==> src/rtl/guess_pkg.sv <==
// Shared types and helpers for the number-guessing game controller.
// Holds the FSM/result encodings and the BCD digit increment.
package guess_pkg;

   localparam int BCD_W = 4;

   typedef enum logic [2:0] {
      ST_IDLE  = 3'd0,
      ST_ENTRY = 3'd1,
      ST_CHECK = 3'd2,
      ST_SHOW  = 3'd3,
      ST_WIN   = 3'd4,
      ST_LOSE  = 3'd5
   } state_t;

   typedef enum logic [1:0] {
      RES_NONE  = 2'd0,
      RES_LOW   = 2'd1,
      RES_HIGH  = 2'd2,
      RES_EQUAL = 2'd3
   } result_t;

   function automatic logic [BCD_W-1:0] bcd_inc(input logic [BCD_W-1:0] d);
      return (d == 4'd9) ? 4'd0 : d + 4'd1;
   endfunction

endpackage

==> src/rtl/hold_timer.sv <==
// Loadable down-counter that holds the result display; done is high at zero.
// A load wins over the decrement, and the count rests at zero until reloaded.
module hold_timer #(
   parameter int W = 2
) (
   input  logic         clk,
   input  logic         reset,
   input  logic         load,
   input  logic [W-1:0] load_val,
   output logic         done
);

   logic [W-1:0] count;

   always_ff @(posedge clk or negedge reset) begin
      if (!reset) begin
         count <= '0;
      end else if (load) begin
         count <= load_val;
      end else if (count != '0) begin
         count <= count - W'(1);
      end
   end

   assign done = (count == '0);

endmodule

==> src/rtl/guess_entry_ctrl.sv <==
// Game controller: builds a BCD guess from button pulses, compares it with the
// latched secret, counts attempts and sequences SHOW / WIN / LOSE.
module guess_entry_ctrl
   import guess_pkg::*;
#(
   parameter int NUM_DIGITS    = 2,
   parameter int MAX_TRIES     = 7,
   parameter int RESULT_CYCLES = 25_000_000,
   localparam int DSEL_W = $clog2(NUM_DIGITS),
   localparam int GW     = BCD_W * NUM_DIGITS
) (
   input  logic              clk,
   input  logic              reset,
   input  logic [2:0]        btn_rise,
   input  logic [GW-1:0]     secret_bcd,
   input  logic              secret_valid,
   output logic [GW-1:0]     guess_bcd,
   output logic [DSEL_W-1:0] digit_sel,
   output result_t           result,
   output logic [3:0]        tries,
   output state_t            state
);

   localparam int TW = (RESULT_CYCLES > 1) ? $clog2(RESULT_CYCLES) : 1;

   state_t            state_nx;
   result_t           result_nx, cmp;
   logic [GW-1:0]     secret_q, secret_nx, guess_nx;
   logic [DSEL_W-1:0] dsel_nx;
   logic [3:0]        tries_nx, tries_inc;
   logic              timer_load, timer_done;

   hold_timer #(.W(TW)) u_hold_timer (
      .clk      (clk),
      .reset    (reset),
      .load     (timer_load),
      .load_val (TW'(RESULT_CYCLES - 1)),
      .done     (timer_done)
   );

   // Packed BCD compares correctly as a plain unsigned number.
   always_comb begin
      if (guess_bcd == secret_q)     cmp = RES_EQUAL;
      else if (guess_bcd < secret_q) cmp = RES_LOW;
      else                           cmp = RES_HIGH;
   end

   assign tries_inc = (tries == 4'd15) ? 4'd15 : tries + 4'd1;

   always_ff @(posedge clk or negedge reset) begin
      if (!reset) begin
         state     <= ST_IDLE;
         secret_q  <= '0;
         guess_bcd <= '0;
         digit_sel <= '0;
         result    <= RES_NONE;
         tries     <= '0;
      end else begin
         state     <= state_nx;
         secret_q  <= secret_nx;
         guess_bcd <= guess_nx;
         digit_sel <= dsel_nx;
         result    <= result_nx;
         tries     <= tries_nx;
      end
   end

   always_comb begin
      state_nx   = state;
      secret_nx  = secret_q;
      guess_nx   = guess_bcd;
      dsel_nx    = digit_sel;
      result_nx  = result;
      tries_nx   = tries;
      timer_load = 1'b0;
      case (state)
         ST_IDLE: begin
            if (secret_valid) begin
               secret_nx = secret_bcd;
               guess_nx  = '0;
               dsel_nx   = '0;
               tries_nx  = '0;
               result_nx = RES_NONE;
               state_nx  = ST_ENTRY;
            end
         end
         ST_ENTRY: begin
            if (btn_rise[2]) begin
               state_nx = ST_CHECK;
            end else if (btn_rise[1]) begin
               dsel_nx = (digit_sel == DSEL_W'(NUM_DIGITS - 1)) ? '0 : digit_sel + DSEL_W'(1);
            end else if (btn_rise[0]) begin
               for (int i = 0; i < NUM_DIGITS; i++) begin
                  if (digit_sel == DSEL_W'(i))
                     guess_nx[i*BCD_W +: BCD_W] = bcd_inc(guess_bcd[i*BCD_W +: BCD_W]);
               end
            end
         end
         ST_CHECK: begin
            result_nx = cmp;
            tries_nx  = tries_inc;
            if (cmp == RES_EQUAL) begin
               state_nx = ST_WIN;
            end else if (tries_inc == 4'(MAX_TRIES)) begin
               state_nx = ST_LOSE;
            end else begin
               state_nx   = ST_SHOW;
               timer_load = 1'b1;
            end
         end
         ST_SHOW: begin
            if (timer_done) begin
               state_nx = ST_ENTRY;
               guess_nx = '0;
               dsel_nx  = '0;
            end
         end
         ST_WIN, ST_LOSE: begin
            if (btn_rise[2]) state_nx = ST_IDLE;
         end
         default: state_nx = ST_IDLE;
      endcase
   end

endmodule

==> config.mk <==
export PLATFORM = sky130hd
export DESIGN_NAME = guess_entry_ctrl
export DESIGN_NICKNAME = d
export VERILOG_FILES = /design/src/rtl/guess_pkg.sv /design/src/rtl/hold_timer.sv /design/src/rtl/guess_entry_ctrl.sv
export SDC_FILE = /design/constraint.sdc
export NUM_CORES = 1
export LEC_CHECK = 0
export ABC_AREA = 1
export ABC_CLOCK_PERIOD_IN_PS = 1840
export CAP_MARGIN = 20
export CORE_ASPECT_RATIO = 0.6
export CORE_MARGIN = 1
export CORE_UTILIZATION = 55
export DETAILED_ROUTE_END_ITERATION = 10
export DONT_BUFFER_PORTS = 1
export PLACE_DENSITY = 0.68
export SYNTH_ARGS = -nofsm -noshare
export SYNTH_HDL_FRONTEND = slang
export SYNTH_SLANG_ARGS = --single-unit
==> constraint.sdc <==
create_clock -name clk -period 1.84 [get_ports clk]
set_input_delay 0.184 -clock clk [delete_from_list [all_inputs] [get_ports clk]]
set_output_delay 0.184 -clock clk [all_outputs]
set_load 0.005 [all_outputs]
==> run metrics, run 1 <==
status=completed; # IOs=32; die area=6241 µm²; placed cells=536; Cell variety after synth=35; Setup Crit Path Kind=register to register; Post-Synth XOR/XNOR Area=0.02690; drt drc=0; post-synthesis simple-gate area fraction=0.3751; GRT Total Usage=0.2770; vias in the first global route=2,520; DRT Wirelength=7925 µm; starting density of the core=0.5763; Area growth syn-to-layout=11.38%; Hold Path End=secret_q[6]; largest fanout on the critical path=7; number of hold violations in the final report=0; clk slew on worst S/H paths=0.09 ns; Max-slew headroom=0.7796; hpwl dp=6005 µm; Yosys warnings=0; grt ovf=0; Final Max Tran Viols=0; mux cell area share after synthesis=0.003459; Core Util, Final=0.6419; # diodes=0; worst path required time=2.03 ns; antenna-violating nets left=0; core region area=5649 µm²; design area=3626 µm²; CTS H-tree depth=2; syn_area_per_cell=7.332 µm²; DRT iter0 DRCs=173; total clock sinks=51; Worst Skew=0.005578 ns; WL/cell=14.49 µm; Hold Path Depth=2; vias=2,932; Root Buffer=clkbuf_8; Slew @ Worst Pin=0.3303 ns; clock buffer depth=2; layout net count=496; arrival time worst endpoint=1.90 ns; Final period util=0.9297; pwr dens=1164 nW/µm²; Die Width=101.3 µm; largest net degree at the start of global routing=52; via density per instance=5.360; HP Class=input port to register; Synth Net Count=473; die height=61.60 µm; Post-Syn Instances=444; Core Rows=21; launching point of the worst reg2reg path=u_hold_timer.count[13]; number of synthesized flops with an enable pin=0; TritonRoute pass-1 iters=5; initial antenna violation count=0; maximum vdd ir drop=0.7213 mV; post-synthesis compound-gate area fraction=0.05304; port bufs=0; Async SR Flop Fraction=1.000; Non-Filler Instances=547; Hold Crit Start=secret_bcd[6]; Fill cells=531; CTS tree=built; Setup Viol. Count Final=0; Cell Area, Placed=3452 µm²; Synth Area in Adders=0.05765; worst-skew pair later-pin latency=0.31 ns; Synth Register Bits=51; post-synthesis sequential area ratio=0.3920; r2r setup slk=0.13 ns; CTS Buf Count=5; largest family of logic cells by synthesized area=simple AND/OR/NAND/NOR gates; Total Power=4.222 mW; Worst Setup End Kind=register; RSZ-0062 raised after global routing=false; share of cells above drive strength 1=0.1349; RR Endpoint=u_hold_timer.count[22]; final period demand of the worst path=1.711 ns; FF-to-FF path depth=6; worst hold slack=0.003703 ns; crit path launch type=register; RD Place Congestion=0.9272; first-pass GRT wire length=12,770 µm; Max Cap Violations=0; leakage=1.889 nW; Post-Syn Area=3256 µm²; Primary FF master, synth=dfrtp_1; f_max=584.6 MHz
state kept, by name (all words and copies together) (netlist names):
register	cells
state	3
digit_sel	1
tries	4
u_hold_timer.count	25
guess_bcd	8
secret_q	8
result	2
metrics by stage:
stage               worst slack, ns  setup TNS (ns)
detailed placement         -0.02817        -0.09226
global placement            0.01421               0
finish                       0.1293               0
global route               0.002064               0
floorplan                    0.2340               0
CTS                         0.03318               0
final cells by class:
class	instances	area, µm²	share of cell area
inverters	66	247.7	0.06832
clock buffers	5	68.82	0.01898
multi-input cells	321	1719	0.4741
flip-flops and latches	51	1276	0.3520
clock inverters	2	13.76	0.003796
repair buffers	22	200.2	0.05521
well taps	80	100.1	0.02761
routing by layer:
layer	global-route usage	share of wire	up-vias
li1	-	-	1462
met1	0.4553	0.54	1353
met2	0.3489	0.37	112
met3	0.07832	0.087	5
met4	0.04141	0.0038	0
met5	0	0	-
cells in the mapped netlist, types with 3 or more instances:
cell	count	share of area
a21oi_1	6	0.0092
and3_1	3	0.0058
dfrtp_1	51	0.39
ha_1	15	0.058
inv_1	64	0.074
nand2_1	120	0.14
nand2_2	3	0.0058
nand3_1	37	0.057
nand4_1	18	0.035
nor2_1	52	0.060
nor2_2	13	0.025
nor3_1	5	0.0077
nor3b_1	3	0.0069
o21ai_0	17	0.026
xor2_1	8	0.022
timing repair:
action	CTS	global route
hold buffers	2	0
gates cloned	0	0
setup endpoints to repair	8	21
pin swaps	0	1
buffers inserted	2	0
hold endpoints to repair	51	0
resized for setup	1	8
critical path, cell delays in order (launching register included):
cell,delay [ns]
dfrtp_1,0.44
nor2_2,0.19
nand2_1,0.13
nor2_4,0.18
nand4_1,0.31
inv_1,0.23
o21ai_0,0.11
how the worst max path moves through the flow:
stage,from,endpoint
6_report,u_hold_timer.count[13],u_hold_timer.count[22]
5_1_grt,guess_bcd[7],u_hold_timer.count[21]
4_1_cts,u_hold_timer.count[0],guess_bcd[1]
3_5_place_dp,u_hold_timer.count[0],guess_bcd[1]
3_3_place_gp,u_hold_timer.count[0],guess_bcd[1]
2_1_floorplan,guess_bcd[6],u_hold_timer.count[19]
kinds of logic (layout without fill, tap and decap cells):
family,Yosys count,in the layout
multiplexers,1,1
adder cells (fa/ha/maj),15,15
AND/OR/NAND/NOR,264,264
AO/OA/AOI/OAI,31,31
buffers and inverters,72,95
XOR/XNOR,10,10
flip-flops,51,51
layout by cell type, fill, tap and decap left out, drive strengths merged:
cell type,count
a211oi,1
inv,66
dfrtp,51
nand4,18
ha,15
clkinv,2
and3,3
xor2,8
dlygate4sd3,1
buf,21
or2,2
o21ai,19
a21oi,6
nand3,40
nand3b,2
mux2,1
o211ai,2
nand2,124
nor3,5
nor3b,3
o22ai,1
xnor2,2
clkbuf,5
nor2,67
a21o,2
report_power, final:
part	internal [mW]	switching [mW]	leakage, nW	total, mW
Sequential	1.38	0.217	0.607	1.60
Combinational	0.720	1.27	1.24	1.99
Clock	0.261	0.376	0.0440	0.637
Total	2.36	1.86	1.89	4.22
Power figures use the tool's default switching activity.
==> run 2: changes to the inputs <==
==> constraint.sdc (replaced) <==
create_clock -name clk -period 1.84 [get_ports clk]
set_input_delay 0.368 -clock clk [delete_from_list [all_inputs] [get_ports clk]]
set_output_delay 0.368 -clock clk [all_outputs]
set_load 0.005 [all_outputs]
==> results of run 2 <==
Same layout as run 1 (identical final DEF). Status: completed.
Among the figures that moved: hold slack 0.003703 ns -> 0.1877 ns
